File: src/rtl/ad_ip_jesd204_tpl_dac_start_ctrl.sv
// Start/stop sequencer for the JESD204 TPL DAC datapath: arm, wait for a stable link,
// optional external trigger, one-cycle datapath sync, then run with underflow monitoring.
module ad_ip_jesd204_tpl_dac_start_ctrl #(
  parameter int NUM_CHANNELS       = 2,
  parameter int LINK_STABLE_CYCLES = 16
) (
  input  logic                    clk,
  input  logic                    reset,
  input  logic                    cfg_arm,
  input  logic                    cfg_stop,
  input  logic                    cfg_ext_sync_en,
  input  logic                    cfg_unf_stop_en,
  input  logic [NUM_CHANNELS-1:0] cfg_enable,
  input  logic                    ext_sync,
  input  logic                    link_ready,
  input  logic                    dac_dunf,
  output logic                    dac_sync,
  output logic                    link_valid_en,
  output logic [NUM_CHANNELS-1:0] enable,
  output logic [2:0]              status_state,
  output logic                    status_running,
  output logic                    status_unf_stop,
  output logic [15:0]             unf_count
);

  typedef enum logic [2:0] {
    IDLE      = 3'd0,
    WAIT_LINK = 3'd1,
    WAIT_TRIG = 3'd2,
    SYNC      = 3'd3,
    RUN       = 3'd4
  } state_t;

  localparam logic [10:0] STABLE_LAST = 11'(LINK_STABLE_CYCLES - 1);

  state_t      state_q, state_d;
  logic [10:0] stable_cnt_q, stable_cnt_d;
  logic [15:0] unf_count_q, unf_count_d;
  logic        unf_stop_q, unf_stop_d;
  logic        ext_sync_q;
  logic        ext_sync_rise;

  // Previous value resets high so a trigger already asserted at reset release is not an edge.
  assign ext_sync_rise = ext_sync & ~ext_sync_q;

  // NOTE: sequential state uses non-blocking assignments so every register samples pre-edge values.
  always_ff @(posedge clk) begin
    if (reset) begin
      state_q      <= IDLE;
      stable_cnt_q <= '0;
      unf_count_q  <= '0;
      unf_stop_q   <= 1'b0;
      ext_sync_q   <= 1'b1;
    end else begin
      state_q      <= state_d;
      stable_cnt_q <= stable_cnt_d;
      unf_count_q  <= unf_count_d;
      unf_stop_q   <= unf_stop_d;
      ext_sync_q   <= ext_sync;
    end
  end

  // NOTE: every combinational output gets a default first so no latch is inferred.
  always_comb begin
    state_d      = state_q;
    stable_cnt_d = stable_cnt_q;
    unf_count_d  = unf_count_q;
    unf_stop_d   = unf_stop_q;

    // Underflow cycles in RUN are counted even on the cycle that triggers a stop.
    if (state_q == RUN && dac_dunf && unf_count_q != 16'hFFFF) begin
      unf_count_d = unf_count_q + 16'd1;
    end

    if (cfg_stop) begin
      state_d = IDLE;
    end else begin
      unique case (state_q)
        IDLE: begin
          if (cfg_arm) begin
            state_d      = WAIT_LINK;
            stable_cnt_d = '0;
            unf_count_d  = '0;
            unf_stop_d   = 1'b0;
          end
        end
        WAIT_LINK: begin
          if (!link_ready) begin
            stable_cnt_d = '0;
          end else if (stable_cnt_q == STABLE_LAST) begin
            stable_cnt_d = '0;
            state_d      = cfg_ext_sync_en ? WAIT_TRIG : SYNC;
          end else begin
            stable_cnt_d = stable_cnt_q + 11'd1;
          end
        end
        WAIT_TRIG: begin
          if (!link_ready) begin
            state_d      = WAIT_LINK;
            stable_cnt_d = '0;
          end else if (ext_sync_rise) begin
            state_d = SYNC;
          end
        end
        SYNC: state_d = RUN;
        RUN: begin
          if (dac_dunf && cfg_unf_stop_en) begin
            state_d    = IDLE;
            unf_stop_d = 1'b1;
          end else if (!link_ready) begin
            state_d      = WAIT_LINK;
            stable_cnt_d = '0;
          end
        end
        default: state_d = IDLE;
      endcase
    end
  end

  assign status_state    = state_q;
  assign dac_sync        = (state_q == SYNC);
  assign status_running  = (state_q == RUN);
  assign link_valid_en   = status_running;
  assign enable          = status_running ? cfg_enable : '0;
  assign status_unf_stop = unf_stop_q;
  assign unf_count       = unf_count_q;

endmodule

File: config.mk
export PLATFORM = sky130hd
export DESIGN_NAME = ad_ip_jesd204_tpl_dac_start_ctrl
export DESIGN_NICKNAME = d
export VERILOG_FILES = /design/src/rtl/ad_ip_jesd204_tpl_dac_start_ctrl.sv
export SDC_FILE = /design/constraint.sdc
export NUM_CORES = 1
export LEC_CHECK = 0
export ABC_CLOCK_PERIOD_IN_PS = 1600
export BUFFER_PORTS_ARGS = -buffer_cell sky130_fd_sc_hd__buf_4
export CORE_ASPECT_RATIO = 0.7
export CORE_MARGIN = 4
export CORE_UTILIZATION = 25
export CTS_BUF_LIST = sky130_fd_sc_hd__clkbuf_8
export CTS_CLUSTER_DIAMETER = 30
export DETAILED_ROUTE_END_ITERATION = 6
export PLACE_DENSITY = 0.51
export SKIP_LAST_GASP = 1
export SLEW_MARGIN = 0
export SYNTH_ARGS = -nofsm -noshare
export SYNTH_HDL_FRONTEND = slang
export SYNTH_SLANG_ARGS = --single-unit
export TNS_END_PERCENT = 20
File: constraint.sdc
create_clock -name clk -period 1.6 [get_ports clk]
set_input_delay 0.16 -clock clk [delete_from_list [all_inputs] [get_ports clk]]
set_output_delay 0.16 -clock clk [all_outputs]
set_load 0.02 [all_outputs]
== Word level (Yosys, flattened, before mapping) ==
Index checks and enable logic that the tools add are counted.

* Register bits after elaboration: 32
* Input port bits: 11
* Output and inout port bits: 25
* Word-level logic and storage cells: 56

* $add $sub $neg: 2
* Equality and inequality tests: 13
* Muxes and demuxes: 23
* Bitwise logic cells: 3
* Reductions and logical operators: 10

{| class="wikitable"
|+ Operators by type and width
! kind !! number
|-
| $mux 16 || 4
|-
| $mux 11 || 5
|-
| $pmux 11 s4 || 1
|-
| $mux 3 || 7
|-
| $add 16x1->16 const B || 1
|-
| $ne 16x16->1 const B || 1
|-
| $pmux 3 s5 || 1
|-
| $add 11x1->11 const B || 1
|-
| $eq 11x4->1 const B || 1
|-
| $ne 2x2->1 const B || 4
|-
| $reduce_and 4->1 || 2
|-
| $eq 3x2->1 const B || 2
|-
| $reduce_and 5->1 || 1
|-
| $reduce_bool 4->1 || 1
|-
| $eq 3x1->1 const B || 1
|-
| $eq 3x3->1 const B || 1
|-
| $logic_and 1x1->1 || 3
|-
| $logic_not 3->1 || 1
|-
| $mux 1 || 3
|-
| $ne 3x2->1 const B || 1
|-
| $ne 3x3->1 const B || 1
|-
| $mux 2 || 1
|-
| $ne 2x1->1 const B || 1
|-
| $not 1->1 || 2
|-
| 4 further kinds || 4
|}

== Longest topological paths before layout ==
* Word-level depth: 7
* Gate-level depth with buffers: 7
* Mapped depth without buffers: 5

== Worst setup path before layout ==
OpenSTA, ideal clock, no wires.

* Kind: register to register
* Start: reg unf_count_q[0] (netlist: unf_count[0])
* End: reg unf_count_q[1] (netlist: unf_count[1])
* Library setup time: 0.070 ns
* Data arrival time: 1.784 ns
* Required time: 1.530 ns
* Path slack: -0.253 ns
* Stages on the path, launching flop included: 8
* Buffers on the path: 2
* Clock period less this slack: 1.853 ns
* Path through: dfxtp_1 -> ha_1 -> nand4_1 -> nor4_4 -> buf_4 -> buf_6 -> o21ai_0 -> a21oi_1

* Cells in the longest elaborated chain, start to end: 6
* Elaborated cells on any way between the ends: 7
* Those cells by class: add/sub (1); eq/ne (1); mux (4); reduce/logical (1)

{| class="wikitable"
|+ RTL lines
! element !! line !! source
|-
| start, declared || 38 || <nowiki>logic [15:0] unf_count_q, unf_count_d;</nowiki>
|-
| start signal, assigned || 57 || <nowiki>unf_count_q <= unf_count_d;</nowiki>
|-
| branches (longest 2 deep; another with $add 16x1->16) || n/a ||
|-
| $mux 16 * || 71 || <nowiki>if (state_q == RUN && dac_dunf && unf_count_q != 16'hFFFF) begin</nowiki>
|-
| $mux 16 || 80 || <nowiki>if (cfg_arm) begin</nowiki>
|-
| $mux 16 || 78 || <nowiki>unique case (state_q)</nowiki>
|-
| $mux 16 * || 75 || <nowiki>if (cfg_stop) begin</nowiki>
|}

Every way passes the cells marked *.
A chain may end at the register's enable or synchronous reset.

== Final worst setup path ==
* Start: reg stable_cnt_q[1]
* End: reg stable_cnt_q[10]

* Cells in the longest elaborated chain, start to end: 4
* Elaborated cells on any way between the ends: 5
* Those cells by class: add/sub (1); eq/ne (1); mux (3)

{| class="wikitable"
|+ RTL lines
! element !! line !! source
|-
| start, declared || 37 || <nowiki>logic [10:0] stable_cnt_q, stable_cnt_d;</nowiki>
|-
| start signal, assigned || 56 || <nowiki>stable_cnt_q <= stable_cnt_d;</nowiki>
|-
| $add 11x1->11 or $eq 11x4->1 (tied branches) || 94, 90 ||
|-
| $mux 11 * || 90 || <nowiki>end else if (stable_cnt_q == STABLE_LAST) begin</nowiki>
|-
| $mux 11 * || 88 || <nowiki>if (!link_ready) begin</nowiki>
|-
| $pmux 11 s4 * || 78 ||
|}

Every way passes the cells marked *; elsewhere a longest branch is shown, timed or not.

==> impl_metrics.toml <==
[outcome]
status = "finished with violations"
violations = "negative setup slack"

[yosys]
synth_seq_cells = 32
synth-seq-area-share_pct = 32.72
synth_edf_count = 0
syn-cell-area_sq_um = 1958
ys_warn_count = 0
syn-mean-instance-area_sq_um = 8.551
syn-instance-count = 229
ys_types = 58
synth_flop_cell = "dfxtp_1"
async_flop_share_pct = 0
syn_nets = 242

[placed_design]
hpwl_mm = 4.730
dpl_cell_area_sq_um = 2706
port_buffers = 35
gp_congestion = 0.8136

[critical_path]
startpoint = "stable_cnt_q[1]"
worst_setup_path_start_kind = "flip-flop"
critPathKind = "flip-flop to flip-flop"
required_ns = 1.81
cp_max_fo = 3
cp-end-kind = "flip-flop"
worstReg2RegStart = "stable_cnt_q[1]"
cp.arrival_ns = 1.84

[floorplanning]
num_rows = 26
die_y_um = 82.05
start_util_pct = 26.28
io-pin-count = 36
die_area_sq_um = 9335
fp.dieW_um = 113.8
core-area_sq_um = 7450

[finish]
drive_above_1_share_pct = 44.09
fin_nets = 325
fin_area_sq_um = 2890
n_fill_cell = 749
post-route-util_pct = 38.80
antenna_cells = 0
area_growth_pct = 47.60
multi_input_area_sq_um = 1275
seq_area_sq_um = 673.1

[clock_tree]
cts_hold_buf = 0
cts_root_buf = "clkbuf_8"
htreeDepth = 2
clk_pin_slew_worst_paths_ns = 0.07
clkLatencyLatePin_ns = 0.28
cts_sinks = 32
numCtsBuffers = 5
cts_max_path_buffers = 2
cts_tree = "built"

[sta]
post-route-min-period_ns = 1.631
setup_slack_ns = -0.03082
worst_pin_slew_ns = 0.3734
fin_crit_sh_pct = 101.9
hold_violations = 0
fmax_mhz = 613.2
drv_slew = 0
fin_skew_ns = 0.01353
final.setup.tns_ns = -0.06405
slew_headroom_pct = 74.84
rsz0062_at_grt = "yes"
finalSetupViolations = 3
hold_ws_ns = 0.07621

[detailed_routing]
drt_wl_total_mm = 6.160
drc = 0
drtIter0Drc = 116
wire_per_inst_um = 14.99
vias = 2126
drtPass1Iterations = 4
viasPerCell = 5.173
ant_nets = 0

[power]
p_sw_share_pct = 26.19
clkPwrFrac_pct = 38.4
p_leak_uw = 0.001124
peakVddDrop_mv = 0.2776
power_frac_comb_pct = 11.3
p_seq_share_pct = 50.3
power_uw = 1584
intPower_uw = 1169
power.density_nw_per_um2 = 548.2
power_switching_uw = 414.9

[global_routing]
gr-usage-met2_pct = 18.45
grt_pass1_wl_mm = 9.880
grt.met3_usage_pct = 3.682
grt_use_total_pct = 13.30
grt_max_degree = 20
antenna_found_initial = 0
top_usage_layer = "met1"
gr-total-overflow = 0
grt_pass1_vias = 1916
use_met1_pct = 20.09

[flow_run]
drv_cap = 0

[worst_hold_path]
hold_start = "ext_sync"
hold_class = "input pin to flip-flop"
-- state kept, by name, summed over array words and instances (netlist names) --
register         count
unf_count           16
status_state         3
ext_sync_q           1
status_unf_stop      1
stable_cnt_q        11
-- placed cells by master (no fill, tap or decap), drive strengths merged, types with 4 or more instances in the layout --
master	netlist	routed
nand4	16	16
a211oi	5	5
a21oi	18	18
clkbuf	4	5
or3	7	7
clkinv	1	4
o21ai	9	9
or4	9	9
inv	12	12
and3	8	8
nand2	15	15
nor3	6	6
buf	9	89
o32ai	6	6
o31ai	10	10
dfxtp	32	32
nor2	12	12
nand3	6	6
-- critical path, stage by stage, from the launching register on --
cell and delay (ns):
dfxtp_2 0.33, ha_2 0.18, and4_4 0.22, or3b_1 0.35, or3_1 0.33, o221ai_2 0.16
-- worst paths after layout --
kind         cells past startpoint               end  slack, ns
max                              5  stable_cnt_q[10]      -0.03
min                              2        ext_sync_q       0.08
max reg2reg                      5  stable_cnt_q[10]      -0.03
min reg2reg                      2     unf_count[14]       0.50
-- Yosys cell counts, drive strengths merged (2+ instances only) --
master / n / area [sq um]
ha: 2 / 25.02
nand3: 6 / 42.54
nand2b: 2 / 12.51
nor3: 6 / 30.03
a211oi: 5 / 37.54
and2: 2 / 12.51
o31ai: 10 / 75.07
or3: 7 / 43.79
o32ai: 6 / 52.55
clkbuf: 4 / 16.26
a41oi: 3 / 45.05
and4: 2 / 20.02
nand4: 16 / 106.4
mux2i: 2 / 20.02
and3: 8 / 51.30
buf: 9 / 61.31
o211ai: 2 / 15.01
a31oi: 2 / 12.51
or4: 9 / 67.56
a21oi: 18 / 90.09
inv: 12 / 45.04
nor2: 12 / 61.31
dfxtp: 32 / 640.6
nand3b: 3 / 22.52
o311ai: 2 / 17.52
o21ai: 9 / 45.04
a21o: 3 / 22.52
nor4: 2 / 33.78
nand2: 15 / 63.81
-- stage by stage --
step / std cells / setup slack, ns
after floorplan: 229 / -0.04824
after global routing: 411 / -0.1190
after detailed placement: 402 / -0.05061
after CTS: 410 / -0.04118
final: 411 / -0.03082
after global placement: 402 / -0.02670
-- power groups by stage --
stage	logic [uW]	clock network [uW]	registers (uW)
5_1_grt	196	690	798
2_1_floorplan	84.8	0	822
6_report	179	608	798
4_1_cts	169	644	802
3_3_place_gp	167	0	821
3_5_place_dp	168	0	821
-- timing repair --
item	in CTS	in global routing
hold endpoints to repair	0	0
gates resized for setup	5	23
setup buffers	0	1
pin swaps	2	6
setup endpoints to repair	22	26
-- cells by family (layout without fill, tap and decap cells) --
| family | count (synthesis) | after routing | synth area share, % |
|---|---|---|---|
| AOI/OAI and AO/OA | 69 | 69 | 25.43 |
| adders and majority gates | 2 | 2 | 1.278 |
| buffers and inverters | 26 | 110 | 6.453 |
| DFF | 32 | 32 | 32.72 |
| muxes | 2 | 2 | 1.022 |
| and+or+nand+nor | 98 | 98 | 33.10 |
-- routing by layer --
metal / part of all wire (%) / vias up / wire length (um)
li1: - / 1069 / -
met1: 54 / 1013 / 3321
met2: 40 / 39 / 2491
met3: 4.7 / 5 / 291
met4: 0.91 / 0 / 56
met5: 0 / - / 0
-- final cells by class --
| type | count | area share, % |
|---|---|---|
| clock buffers | 5 | 2.381 |
| clock inverters | 3 | 0.4762 |
| inverters | 13 | 1.688 |
| multi-input cells | 171 | 44.11 |
| flip-flops and latches | 32 | 23.29 |
| repair buffers | 89 | 23.81 |
| well taps | 98 | 4.242 |
No activity file was read; power rests on OpenSTA's default activity.
